--- src/rtl/ps2_key_event_decoder_pkg.sv ---
// Shared constants and state encoding for the PS/2 key event decoder.
package ps2_pkg;

    // Prefix bytes that modify the code that follows them
    localparam logic [7:0] PS2_EXT = 8'hE0;
    localparam logic [7:0] PS2_BRK = 8'hF0;

    // Bit positions of the flags inside a 10-bit key event
    localparam int EV_EXT = 9;
    localparam int EV_BRK = 8;

    // Width of one key event {ext, brk, code}
    localparam int EV_WIDTH = 10;

    // Prefix decoder states
    typedef enum logic [1:0] {
        ST_IDLE    = 2'd0,
        ST_EXT     = 2'd1,
        ST_BRK     = 2'd2,
        ST_EXT_BRK = 2'd3
    } dec_state_t;

endpackage

--- src/rtl/ps2_key_event_decoder_if.sv ---
// Bus bundle between the byte receiver / CPU peripheral side and the decoder.
interface ps2_key_event_decoder_if #(
    parameter int FIFO_DEPTH = 16
);
    import ps2_pkg::*;

    logic                          iReady;
    logic [7:0]                    iScanCode;
    logic                          iRead;
    logic                          iClearOvf;
    logic [EV_WIDTH-1:0]           oEvent;
    logic                          oEmpty;
    logic [$clog2(FIFO_DEPTH):0]   oCount;
    logic                          oOverflow;

    // Receiver/CPU side drives bytes and reads events
    modport master (
        output iReady, iScanCode, iRead, iClearOvf,
        input  oEvent, oEmpty, oCount, oOverflow
    );

    // Decoder side
    modport slave (
        input  iReady, iScanCode, iRead, iClearOvf,
        output oEvent, oEmpty, oCount, oOverflow
    );

endinterface

--- src/rtl/ps2_key_event_decoder_sync_fifo.sv ---
// First-word-fall-through FIFO: the head entry is visible on rd_data while not empty.
module sync_fifo #(
    parameter int WIDTH = 10,
    parameter int DEPTH = 16
) (
    input  logic                       clk,
    input  logic                       rst_n,
    input  logic                       wr_en,
    input  logic [WIDTH-1:0]           wr_data,
    input  logic                       rd_en,
    output logic [WIDTH-1:0]           rd_data,
    output logic                       full,
    output logic                       empty,
    output logic [$clog2(DEPTH):0]     count
);

    localparam int AW = $clog2(DEPTH);
    localparam int CW = AW + 1;

    logic [WIDTH-1:0] mem [DEPTH];
    logic [AW-1:0]    wr_ptr;
    logic [AW-1:0]    rd_ptr;
    logic             do_wr;
    logic             do_rd;

    assign full    = (count == CW'(DEPTH));
    assign empty   = (count == '0);
    assign rd_data = mem[rd_ptr];

    // A pop frees a slot in the same cycle, so a full FIFO may accept a write alongside a read
    assign do_rd = rd_en & ~empty;
    assign do_wr = wr_en & (~full | do_rd);

    // Storage array, cleared so the head reads as zero after reset
    always_ff @(posedge clk or negedge rst_n) begin
        if (!rst_n) begin
            for (int i = 0; i < DEPTH; i++) begin
                mem[i] <= '0;
            end
        end else if (do_wr) begin
            mem[wr_ptr] <= wr_data;
        end
    end

    // Pointers wrap naturally because DEPTH is a power of two; count tracks occupancy
    always_ff @(posedge clk or negedge rst_n) begin
        if (!rst_n) begin
            wr_ptr <= '0;
            rd_ptr <= '0;
            count  <= '0;
        end else begin
            if (do_wr) begin
                wr_ptr <= wr_ptr + 1'b1;
            end
            if (do_rd) begin
                rd_ptr <= rd_ptr + 1'b1;
            end
            case ({do_wr, do_rd})
                2'b10:   count <= count + 1'b1;
                2'b01:   count <= count - 1'b1;
                default: count <= count;
            endcase
        end
    end

endmodule

--- src/rtl/ps2_key_event_decoder.sv ---
// Turns PS/2 scan-code bytes into {extended, break, code} key events queued in a FIFO.
module ps2_key_event_decoder
    import ps2_pkg::*;
#(
    parameter int FIFO_DEPTH     = 16,
    parameter int PREFIX_TIMEOUT = 2500000
) (
    input  logic                   iCLK,
    input  logic                   iRST_n,
    ps2_key_event_decoder_if.slave bus
);

    localparam int CW = $clog2(FIFO_DEPTH) + 1;
    localparam int TW = (PREFIX_TIMEOUT > 1) ? $clog2(PREFIX_TIMEOUT) : 1;
    localparam logic [TW-1:0] TMAX = TW'(PREFIX_TIMEOUT - 1);

    logic                sync1;
    logic                sync2;
    logic                sync3;
    logic                strobe;
    dec_state_t          state;
    dec_state_t          next_state;
    logic [TW-1:0]       tcnt;
    logic                wr_en;
    logic [EV_WIDTH-1:0] ev_data;
    logic                fifo_full;
    logic                fifo_empty;
    logic [CW-1:0]       fifo_count;
    logic                drop;
    logic                overflow;

    // Two-flop synchroniser for the receiver's ready level plus an edge register
    always_ff @(posedge iCLK or negedge iRST_n) begin
        if (!iRST_n) begin
            sync1 <= 1'b0;
            sync2 <= 1'b0;
            sync3 <= 1'b0;
        end else begin
            sync1 <= bus.iReady;
            sync2 <= sync1;
            sync3 <= sync2;
        end
    end

    // One strobe per ready pulse; the scan code bus has long been stable by then
    assign strobe = sync2 & ~sync3;

    // Prefix state register
    always_ff @(posedge iCLK or negedge iRST_n) begin
        if (!iRST_n) begin
            state <= ST_IDLE;
        end else begin
            state <= next_state;
        end
    end

    // Prefix decode: prefixes only move the state, any other byte emits an event
    always_comb begin
        next_state       = state;
        wr_en            = 1'b0;
        ev_data          = '0;
        ev_data[7:0]     = bus.iScanCode;
        ev_data[EV_EXT]  = (state == ST_EXT) || (state == ST_EXT_BRK);
        ev_data[EV_BRK]  = (state == ST_BRK) || (state == ST_EXT_BRK);
        if (strobe) begin
            if (bus.iScanCode == PS2_EXT) begin
                next_state = ST_EXT;
            end else if (bus.iScanCode == PS2_BRK) begin
                case (state)
                    ST_IDLE: next_state = ST_BRK;
                    ST_EXT:  next_state = ST_EXT_BRK;
                    default: next_state = state;
                endcase
            end else begin
                wr_en      = 1'b1;
                next_state = ST_IDLE;
            end
        end else if ((state != ST_IDLE) && (tcnt == TMAX)) begin
            next_state = ST_IDLE;
        end
    end

    // Silence timer: a stale prefix is dropped if no byte follows in time
    always_ff @(posedge iCLK or negedge iRST_n) begin
        if (!iRST_n) begin
            tcnt <= '0;
        end else if (strobe || (state == ST_IDLE)) begin
            tcnt <= '0;
        end else if (tcnt != TMAX) begin
            tcnt <= tcnt + 1'b1;
        end
    end

    sync_fifo #(
        .WIDTH (EV_WIDTH),
        .DEPTH (FIFO_DEPTH)
    ) u_fifo (
        .clk     (iCLK),
        .rst_n   (iRST_n),
        .wr_en   (wr_en),
        .wr_data (ev_data),
        .rd_en   (bus.iRead),
        .rd_data (bus.oEvent),
        .full    (fifo_full),
        .empty   (fifo_empty),
        .count   (fifo_count)
    );

    // An event is lost only when full and no pop makes room in the same cycle
    assign drop = wr_en & fifo_full & ~(bus.iRead & ~fifo_empty);

    // Sticky overflow flag; a new drop beats a simultaneous clear
    always_ff @(posedge iCLK or negedge iRST_n) begin
        if (!iRST_n) begin
            overflow <= 1'b0;
        end else if (drop) begin
            overflow <= 1'b1;
        end else if (bus.iClearOvf) begin
            overflow <= 1'b0;
        end
    end

    assign bus.oEmpty    = fifo_empty;
    assign bus.oCount    = fifo_count;
    assign bus.oOverflow = overflow;

endmodule

--- src/flat_wrapper.sv ---
// flat-port wrapper written by rule: the top's interface ports become plain ports
module ps2_key_event_decoder_flat import ps2_pkg::*;
#(
    parameter int FIFO_DEPTH     = 16,
    parameter int PREFIX_TIMEOUT = 2500000
)
  (iCLK, iRST_n, bus_iReady, bus_iScanCode, bus_iRead, bus_iClearOvf, bus_oEvent, bus_oEmpty, bus_oCount, bus_oOverflow);
  ps2_key_event_decoder_if #(.FIFO_DEPTH(FIFO_DEPTH)) bus_i ();
  input  logic iCLK;
  input  logic iRST_n;
  input wire logic [$bits(bus_i.iReady)-1:0] bus_iReady;
  input wire logic [$bits(bus_i.iScanCode)-1:0] bus_iScanCode;
  input wire logic [$bits(bus_i.iRead)-1:0] bus_iRead;
  input wire logic [$bits(bus_i.iClearOvf)-1:0] bus_iClearOvf;
  output wire logic [$bits(bus_i.oEvent)-1:0] bus_oEvent;
  output wire logic [$bits(bus_i.oEmpty)-1:0] bus_oEmpty;
  output wire logic [$bits(bus_i.oCount)-1:0] bus_oCount;
  output wire logic [$bits(bus_i.oOverflow)-1:0] bus_oOverflow;
  assign bus_i.iReady = bus_iReady;
  assign bus_i.iScanCode = bus_iScanCode;
  assign bus_i.iRead = bus_iRead;
  assign bus_i.iClearOvf = bus_iClearOvf;
  assign bus_oEvent = bus_i.oEvent;
  assign bus_oEmpty = bus_i.oEmpty;
  assign bus_oCount = bus_i.oCount;
  assign bus_oOverflow = bus_i.oOverflow;
  ps2_key_event_decoder #(.FIFO_DEPTH(FIFO_DEPTH), .PREFIX_TIMEOUT(PREFIX_TIMEOUT)) u_core (.iCLK(iCLK), .iRST_n(iRST_n), .bus(bus_i));
endmodule
--- config.mk ---
export PLATFORM = sky130hd
export DESIGN_NAME = ps2_key_event_decoder_flat
export DESIGN_NICKNAME = d
export VERILOG_FILES = /design/src/rtl/ps2_key_event_decoder_pkg.sv /design/src/rtl/ps2_key_event_decoder_if.sv /design/src/rtl/ps2_key_event_decoder_sync_fifo.sv /design/src/rtl/ps2_key_event_decoder.sv /design/src/flat_wrapper.sv
export SDC_FILE = /design/constraint.sdc
export NUM_CORES = 1
export LEC_CHECK = 0
export BUFFER_PORTS_ARGS = -buffer_cell sky130_fd_sc_hd__buf_2
export CAP_MARGIN = 20
export CORE_MARGIN = 3
export CORE_UTILIZATION = 56
export CTS_BUF_LIST = sky130_fd_sc_hd__clkbuf_4 sky130_fd_sc_hd__clkbuf_8 sky130_fd_sc_hd__clkbuf_16
export DETAILED_ROUTE_END_ITERATION = 8
export PLACE_DENSITY = 0.76
export SLEW_MARGIN = 20
export SYNTH_ARGS = -nofsm -noshare
export SYNTH_HDL_FRONTEND = slang
export SYNTH_SLANG_ARGS = --single-unit
export TNS_END_PERCENT = 1
--- constraint.sdc ---
create_clock -name iCLK -period 3.05 [get_ports iCLK]
set_input_delay 0.1525 -clock iCLK [delete_from_list [all_inputs] [get_ports iCLK]]
set_output_delay 0.1525 -clock iCLK [all_outputs]
set_load 0.05 [all_outputs]
==> flow_summary.ini, run 1 <==
[pwr]
internal_power_mw = 7.191
pwr_density_cell_mw_per_mm2 = 985.1
p_sw_mw = 3.723
seqPwrFrac_pct = 39.2
clock_power_share_pct = 24.4
share_comb_of_total_power_pct = 36.4
p_leak_nw = 4.630
irDropWorstVdd_mv = 1.206
power.share.switching_pct = 34.12

[clocking]
cts.clk_slew.worst_paths_ps = 60
cts_inserted_buffers = 22
postCtsSetupRepairBufs = 0
clock_insertion_delay_worst_skew_ps = 500
library_cell_used_as_clock_root_buffer = sky130_fd_sc_hd__clkbuf_16
cts_tree = built
cts_sink_count = 201
cts-htree-levels = 1
clockBufferDepth = 3

[floorplanning]
floorplan.die.width_um = 138.3
fp.dieH_um = 138.3
core_region_area_mm2 = 0.01688
io_pins = 30
initial_utilization_pct = 58.06
die_area_mm2 = 0.01912
placement_rows = 47

[grt]
pin_count_of_the_biggest_net_entering_global_routing = 92
gr-usage-all-layers_pct = 22.32
wire_length_of_the_first_global_routing_pass_um = 34400
overflow = 0
first_global_vias = 6237
initial_antenna_violation_count = 0

[cells_and_area]
final-instance-count-excl-fill = 925
num-nets-final = 709
mostFrequentLayoutCells = sky130_fd_sc_hd__dfrtp_1, sky130_fd_sc_hd__mux2_2, sky130_fd_sc_hd__mux4_2
final_common_cell = sky130_fd_sc_hd__dfrtp_1
final_layout_size_suffix_gt1_share_pct = 48.65
fillers = 1160
postLayoutCellArea_mm2 = 0.01108
area.growth.synth_to_final_pct = 13.06

[timing]
rsz0062_at_grt = false
fin_skew_ps = 11.43
fin_crit_ps = 2871
tightestPinTransition_ps = 1034
drv_slew = 0
setup-violations-final = 0
report.final.hold_viol_count = 0
timing.max_slew.rel_slack_pct = 30.52
finalCritPeriodShare_pct = 94.12
maximum_frequency_from_static_timing_analysis_mhz = 348.3

[synthesis]
post_synth_fa_ha_maj_area_fraction_pct = 1.149
netlist-cell-type-count = 55
synth_xor_xnor_area_share_pct = 1.788
synth.area.top_cells = sky130_fd_sc_hd__dfrtp_1, sky130_fd_sc_hd__mux2_2, sky130_fd_sc_hd__mux4_2
synth_compound_gate_area_share_pct = 2.554
yosysSeqAreaShare_pct = 51.33
synth-edff-count = 0
share_of_the_synthesized_area_in_the_top_cell_type_pct = 51.33
synth_area_mm2 = 0.009799
synth.avg_cell_area_um2 = 15.24
postSynth.asyncResetShare_pct = 100.0
ys_dominant_reg_cell = sky130_fd_sc_hd__dfrtp_1
yosys.area_share.simple_pct = 9.653
synth-seq-cells = 201
synth_largest_area_cell = sky130_fd_sc_hd__dfrtp_1
combinational_family_with_the_most_area_after_synthesis = multiplexers
ys.warnings.count = 0
postSynthNetCount = 665
postSynthCellCount = 643
yosys-mux-area-fraction_pct = 31.41

[routing]
drc = 0
drt-wirelength-per-cell_um = 22.68
postRouteAntennaNets = 0
detailroute.via_count = 5724
drt_iter0_drc = 380
firstDrtPassIters = 4
drt-vias-per-instance = 6.188
postRouteWirelength_um = 20980

[outcome]
run_status = finished clean

[critical_path]
slowest_stage = sky130_fd_sc_hd__or4_4
setup.worst_path.class = reg2reg
worst-endpoint-arrival_ps = 3250
required_ps = 3430
worst_setup_path_end_kind = register
timing.critical_path.slowest_cell_delay_ps = 590
crit_path_max_fanout = 10
critical_path.cell_chain = or4_4 -> nor3_4 -> or3_4 -> ha_4 -> xor2_1 -> ha_2 -> a21o_1 -> a22oi_2 -> o211a_1 -> a2111oi_1
worst_setup_path_start_kind = register

[placement]
placed_cells_incl_taps = 880
io_buffers = 29
detailed_place.area_mm2 = 0.01030
place_congestion = 0.8504
post-dp-hpwl_um = 13460

[worst_hold_path]
min_path_type = in2reg

[run]
cap_violations = 0
-- cells in the mapped netlist, types with 3 or more instances --
cell type,count
sky130_fd_sc_hd__xnor2_1,9
sky130_fd_sc_hd__ha_1,9
sky130_fd_sc_hd__buf_2,6
sky130_fd_sc_hd__or3_1,8
sky130_fd_sc_hd__nand4_1,7
sky130_fd_sc_hd__nand3_1,11
sky130_fd_sc_hd__or4_1,7
sky130_fd_sc_hd__inv_1,9
sky130_fd_sc_hd__nor4_4,18
sky130_fd_sc_hd__mux2_4,23
sky130_fd_sc_hd__a21o_1,3
sky130_fd_sc_hd__mux2_2,140
sky130_fd_sc_hd__o21ai_0,6
sky130_fd_sc_hd__mux4_2,50
sky130_fd_sc_hd__xor2_1,11
sky130_fd_sc_hd__a21oi_1,11
sky130_fd_sc_hd__clkbuf_1,23
sky130_fd_sc_hd__and3_1,3
sky130_fd_sc_hd__nand2_1,19
sky130_fd_sc_hd__nor2_1,14
sky130_fd_sc_hd__mux2i_1,3
sky130_fd_sc_hd__nand2b_1,6
sky130_fd_sc_hd__dfrtp_1,201
sky130_fd_sc_hd__nor3_1,3
sky130_fd_sc_hd__buf_6,3
-- final timing paths --
check                      cells past startpoint                      to  slack (ps)                   start
max in group asynchronous                      3   u_core.u_fifo.mem[22]        1980                  iRST_n
hold reg to reg                                0            u_core.sync2         350            u_core.sync1
setup / recovery                              10  u_core.u_fifo.count[4]         180  u_core.u_fifo.count[2]
setup reg to reg                              10  u_core.u_fifo.count[4]         180  u_core.u_fifo.count[2]
min in group asynchronous                      2         u_core.tcnt[11]         280                  iRST_n
hold / removal                                 2   u_core.u_fifo.mem[70]         130        bus_iScanCode[0]
-- timing repair --
item / CTS / global route
gates resized for setup: 0 / 1
endpoints found under the hold margin: 91 / 0
hold buffers: 3 / 0
endpoints found under the setup margin: 0 / 1
-- per-layer routing --
metal / GRT usage (%) / up-vias / wire [µm]
li1: - / 2510 / -
met1: 30.66 / 3058 / 9065
met2: 37.23 / 114 / 10470
met3: 3.453 / 42 / 834
met4: 6.760 / 0 / 613
met5: 0 / - / 0
-- power groups by stage --
stage / combinational (mW) / sequential (mW) / clock, mW
floorplan: 3.18 / 4.10 / 0
global placement: 3.86 / 4.20 / 0
detailed placement: 4.00 / 4.30 / 0
CTS: 4.03 / 4.26 / 2.70
global route: 4.22 / 4.39 / 2.83
finish: 3.98 / 4.27 / 2.66
-- cell type report --
cell class | instances | area [µm²] | area share (%)
clock buffers | 33 | 670.6 | 6.053
flip-flops and latches | 201 | 5037 | 45.47
well taps | 220 | 275.3 | 2.484
repair buffers | 54 | 386.6 | 3.490
clock inverters | 7 | 73.82 | 0.6663
multi-input cells | 399 | 4597 | 41.49
inverters | 9 | 33.78 | 0.3049
diodes | 2 | 5.005 | 0.04517
-- logic make-up after synthesis --
family,Yosys count
xor+xnor,20
compound gates,38
flops,201
mux,216
fa+ha+maj,9
buf+inv,43
simple gates,116
-- through the flow --
stage / hold slack (ps) / utilization (%) / setup WS, ps / total power [mW] / setup TNS (ps)
finish: 134.3 / 65.65 / 179.3 / 10.91 / 0
global route: 146.0 / 65.62 / 30.76 / 11.44 / 0
CTS: 104.5 / 65.61 / 150.5 / 11.00 / 0
detailed placement: 264.2 / 61.02 / 162.9 / 8.295 / 0
global placement: 254.6 / 61.02 / 318.5 / 8.061 / 0
floorplan: -143.1 / - / -127.9 / 7.275 / -127.9
-- sequential cells by signal, summed over array words and instances, names as in the netlist --
| signal | cells |
|---|---|
| u_core.tcnt | 22 |
| u_core.u_fifo.wr_ptr | 4 |
| u_core.sync3 | 1 |
| u_core.state | 2 |
| u_core.u_fifo.count | 5 |
| u_core.sync1 | 1 |
| u_core.bus.oOverflow | 1 |
| u_core.u_fifo.rd_ptr | 4 |
| u_core.sync2 | 1 |
| u_core.u_fifo.mem | 160 |
-- critical path: cells and delay by family, from the launching register on --
kind / cells / cell delay, ps
xor gates and xnor gates: 1 / 170
adders and majority gates: 2 / 420
DFF: 1 / 480
AOI/OAI and AO/OA: 4 / 710
and+or+nand+nor: 3 / 950
Power figures use the tool's default switching activity.
==> run 2: changes to the inputs <==
Settings changed: CORE_UTILIZATION 56 to 55, PLACE_DENSITY 0.76 to 0.75.
==> flow_summary.ini, run 2 (synthesized netlist as in run 1, its figures left out) <==
[timing]
hold-worst-slack_ps = 126.0
timing.max_slew.rel_slack_pct = 32.38
finalCritPeriodShare_pct = 94.33
setup_tns_ps = 0
report.final.hold_viol_count = 0
fin_crit_ps = 2877
drv_slew = 0
setup-violations-final = 0
rsz0062_at_grt = false
maximum_frequency_from_static_timing_analysis_mhz = 347.6
fin_skew_ps = 7.828
tightestPinTransition_ps = 1007

[routing]
drc = 0
detailroute.via_count = 5742
drt-wirelength-per-cell_um = 23.00
postRouteWirelength_um = 21570
postRouteAntennaNets = 0
drt_iter0_drc = 343
firstDrtPassIters = 7
drt-vias-per-instance = 6.122

[critical_path]
reg2reg_from = u_core.u_fifo.count[2]
slowest_stage = sky130_fd_sc_hd__or4_4
cp.buffers_inverters = 0
timing.reg2reg.worst_path_depth = 9
rrSetupSlack_ps = 170
reg2reg_to = u_core.u_fifo.count[4]
worst-endpoint-arrival_ps = 3260
crit_path_max_fanout = 10
critical_path.cell_chain = or4_4 -> o21a_1 -> ha_4 -> xor2_1 -> ha_2 -> a21o_1 -> a22oi_2 -> nor3_1 -> a2111oi_2
setup.worst_path.class = reg2reg
worst_setup_path_start_kind = register
worst_setup_path_end_kind = register
required_ps = 3430
timing.critical_path.slowest_cell_delay_ps = 590
cell_type_group_with_the_largest_total_delay_on_the_critical_path = compound AO/OA/AOI/OAI gates

[cells_and_area]
largest_register = u_core.u_fifo.mem
area.growth.synth_to_final_pct = 14.33
final_common_cell = sky130_fd_sc_hd__dfrtp_1
reg_top3 = u_core.u_fifo.mem (160), u_core.tcnt (22), u_core.u_fifo.count (5)
mostFrequentLayoutCells = sky130_fd_sc_hd__dfrtp_1, sky130_fd_sc_hd__mux2_2, sky130_fd_sc_hd__mux4_2
num-nets-final = 719
layout.core_utilization_pct = 64.55
antenna_cells_inserted = 0
final-instance-count-excl-fill = 938
largest_register_ff_count = 160
final_layout_size_suffix_gt1_share_pct = 49.37

[clocking]
cts.clk_slew.worst_paths_ps = 60
cts_inserted_buffers = 22
postCtsSetupRepairBufs = 0
clock_insertion_delay_worst_skew_ps = 490
cts-htree-levels = 1
clockBufferDepth = 3
cts_sink_count = 201
library_cell_used_as_clock_root_buffer = sky130_fd_sc_hd__clkbuf_16
cts_tree = built

[floorplanning]
core_region_area_mm2 = 0.01736
placement_rows = 48
fp.dieH_um = 139.5
io_pins = 30
initial_utilization_pct = 56.46
floorplan.die.width_um = 139.5
die_area_mm2 = 0.01945

[worst_hold_path]
hold_path_end = u_core.u_fifo.mem[77]
timing.hold.worst_path_depth = 2
worst_hold_launch = bus_iScanCode[7]
min_path_type = in2reg

[grt]
wire_length_of_the_first_global_routing_pass_um = 35200
gr-usage-all-layers_pct = 22.82
pin_count_of_the_biggest_net_entering_global_routing = 102
first_global_vias = 6251
overflow = 0
initial_antenna_violation_count = 0

[placement]
placed_cells_incl_taps = 894
io_buffers = 29
place_congestion = 0.8516
post-dp-hpwl_um = 14300

[pwr]
irDropWorstVdd_mv = 0.7244
pwr_density_cell_mw_per_mm2 = 987.9
totalPowerFinal_mw = 11.07
p_leak_nw = 4.706

[outcome]
run_status = finished clean

[run]
cap_violations = 0
run 2: per-stage QoR:
| stage | worst slack [ps] | cell area, µm² |
|---|---|---|
| 3_3_place_gp | 328.8 | 10390 |
| 6_report | 172.8 | 11200 |
| 2_1_floorplan | -127.9 | 9854 |
| 5_1_grt | 22.02 | 11200 |
| 4_1_cts | 109.7 | 11200 |
| 3_5_place_dp | 163.8 | 10390 |
run 2: worst max path at each step:
stage | end | startpoint | depth (start not counted) | slack (ps)
after floorplan | u_core.u_fifo.count[4] | u_core.u_fifo.count[2] | 13 | -130
after global placement | u_core.u_fifo.count[4] | u_core.u_fifo.count[2] | 10 | 330
after detailed placement | u_core.u_fifo.count[4] | u_core.u_fifo.count[2] | 10 | 160
after CTS | u_core.u_fifo.count[4] | u_core.u_fifo.count[2] | 9 | 110
after global routing | u_core.u_fifo.count[4] | u_core.u_fifo.count[2] | 10 | 20
final | u_core.u_fifo.count[4] | u_core.u_fifo.count[2] | 9 | 170
run 2: layer usage:
layer	up-vias	wire (µm)	track usage, %
li1	2537	-	-
met1	3062	9295	31.67
met2	109	11060	39.26
met3	34	822	2.680
met4	0	395	4.995
met5	-	0	0
run 2: repair_timing:
action,in CTS,in global routing
setup endpoints to repair,0,1
hold buffers,4,0
endpoints found under the hold margin,60,0
gates resized for setup,0,2
run 2: report_power, final:
part	leakage [nW]	internal [mW]	total [mW]	switching, mW
sequential	2.55	3.60	4.26	0.660
combinational	1.77	2.04	4.07	2.03
clock	0.392	1.70	2.74	1.03
total	4.71	7.34	11.1	3.73
run 2: final cells by class:
type / count / area (µm²)
clock buffer: 35 / 721.9
clock inverter: 5 / 50.05
fill: 1192 / 6153
inverter: 9 / 33.78
multi-input combinational: 399 / 4602
sequential: 201 / 5037
tap: 225 / 281.5
timing repair buffer: 64 / 476.7
==> run 3: changes to the inputs <==
Settings changed: CTS_BUF_LIST sky130_fd_sc_hd__clkbuf_4 sky130_fd_sc_hd__clkbuf_8 sky130_fd_sc_hd__clkbuf_16 to sky130_fd_sc_hd__clkbuf_8.
==> flow_summary.ini, run 3 (synthesized netlist as in run 1, its figures left out) <==
[clocking]
library_cell_used_as_clock_root_buffer = sky130_fd_sc_hd__clkbuf_8
cts_sink_count = 201
cts_tree = built
cts.clk_slew.worst_paths_ps = 50
clockBufferDepth = 3
postCtsSetupRepairBufs = 0
clock_insertion_delay_worst_skew_ps = 520
cts-htree-levels = 2
cts_inserted_buffers = 36

[timing]
fin_crit_ps = 2834
maximum_frequency_from_static_timing_analysis_mhz = 352.8
drv_slew = 0
timing.max_slew.rel_slack_pct = 30.40
report.final.hold_viol_count = 0
hold-worst-slack_ps = 122.0
finalCritPeriodShare_pct = 92.93
setup-violations-final = 0
rsz0062_at_grt = false
tightestPinTransition_ps = 1036
fin_skew_ps = 21.48

[cells_and_area]
fillers = 1237
largest_register_ff_count = 160
largest_register = u_core.u_fifo.mem
area.growth.synth_to_final_pct = 12.68
postLayoutCellArea_mm2 = 0.01104
reg_top3 = u_core.u_fifo.mem (160), u_core.tcnt (22), u_core.u_fifo.count (5)
mostFrequentLayoutCells = sky130_fd_sc_hd__dfrtp_1, sky130_fd_sc_hd__mux2_2, sky130_fd_sc_hd__mux4_2
final_layout_size_suffix_gt1_share_pct = 48.90
final-instance-count-excl-fill = 954
num-nets-final = 733
final_common_cell = sky130_fd_sc_hd__dfrtp_1

[placement]
post-dp-hpwl_um = 14300
io_buffers = 29
place_congestion = 0.8516
detailed_place.area_mm2 = 0.01039
placed_cells_incl_taps = 894

[grt]
gr-usage-all-layers_pct = 22.80
pin_count_of_the_biggest_net_entering_global_routing = 102
overflow = 0
initial_antenna_violation_count = 0
wire_length_of_the_first_global_routing_pass_um = 35010
first_global_vias = 6351

[pwr]
p_leak_nw = 4.665
pwr_density_cell_mw_per_mm2 = 951.0
irDropWorstVdd_mv = 0.6942
totalPowerFinal_mw = 10.50

[routing]
drc = 0
drt-vias-per-instance = 6.066
postRouteWirelength_um = 21510
detailroute.via_count = 5787
postRouteAntennaNets = 0
drt-wirelength-per-cell_um = 22.55
drt_iter0_drc = 396
firstDrtPassIters = 4

[floorplanning]
initial_utilization_pct = 56.46
fp.dieH_um = 139.5
die_area_mm2 = 0.01945
floorplan.die.width_um = 139.5
core_region_area_mm2 = 0.01736
placement_rows = 48
io_pins = 30

[run]
cap_violations = 0

[critical_path]
worst-endpoint-arrival_ps = 3230
worst_setup_path_start_kind = register
crit_path_max_fanout = 10
setup.worst_path.class = reg2reg
worst_setup_path_end_kind = register
required_ps = 3450

[outcome]
run_status = finished clean

[worst_hold_path]
min_path_type = in2reg
run 3: final cells by class:
| type | instances | area, µm² | area share [%] |
|---|---|---|---|
| multi-input cells | 399 | 4602 | 41.68 |
| clock buffers | 39 | 536.8 | 4.861 |
| flip-flops and latches | 201 | 5037 | 45.62 |
| clock inverters | 16 | 71.32 | 0.6459 |
| diodes | 1 | 2.502 | 0.02266 |
| well taps | 225 | 281.5 | 2.550 |
| inverters | 9 | 33.78 | 0.3060 |
| repair buffers | 64 | 476.7 | 4.317 |
run 3: path summary, 6_finish.rpt:
check	start	to	slack, ps	cells after the start
hold reg to reg	u_core.sync1	u_core.sync2	360	0
hold / removal	bus_iScanCode[7]	u_core.u_fifo.mem[97]	120	2
setup / recovery	u_core.u_fifo.count[2]	u_core.u_fifo.count[4]	220	10
min in group asynchronous	iRST_n	u_core.tcnt[14]	190	2
max in group asynchronous	iRST_n	u_core.u_fifo.rd_ptr[0]	1890	3
setup reg to reg	u_core.u_fifo.count[2]	u_core.u_fifo.count[4]	220	10
run 3: worst max-delay path: stages, from the launching register on:
cell,delay [ps]
sky130_fd_sc_hd__dfrtp_2,470
sky130_fd_sc_hd__or4_4,590
sky130_fd_sc_hd__nor3_4,190
sky130_fd_sc_hd__or3_4,180
sky130_fd_sc_hd__ha_4,180
sky130_fd_sc_hd__xor2_1,170
sky130_fd_sc_hd__ha_2,230
sky130_fd_sc_hd__inv_1,50
sky130_fd_sc_hd__a32oi_1,210
sky130_fd_sc_hd__nor2_1,100
sky130_fd_sc_hd__a2111oi_2,330
run 3: report_power, final:
part           leakage, nW  internal (mW)  total, mW  switching [mW]
logic                 1.77           2.04       4.06            2.02
clock network        0.351           1.16       2.18            1.03
registers             2.55           3.60       4.25           0.654
run 3: stage by stage:
stage	setup slack [ps]	setup TNS [ps]	util (%)
floorplan	-127.9	-127.9	-
global placement	328.8	0	59.83
detailed placement	163.8	0	59.83
CTS	144.1	0	63.57
global route	37.65	0	63.60
finish	215.6	0	63.62
run 3: repair_timing:
| item | in CTS | in global routing |
|---|---|---|
| endpoints found under the setup margin | 0 | 1 |
| hold endpoints to repair | 60 | 0 |
| gates resized for setup | 0 | 2 |
| hold buffers | 4 | 0 |
run 3: per-layer routing:
metal | vias up | routed length, µm | track usage, %
li1 | 2557 | - | -
met1 | 3087 | 9285 | 30.50
met2 | 103 | 11050 | 39.11
met3 | 40 | 669 | 3.024
met4 | 0 | 508 | 7.158
met5 | - | 0 | 0
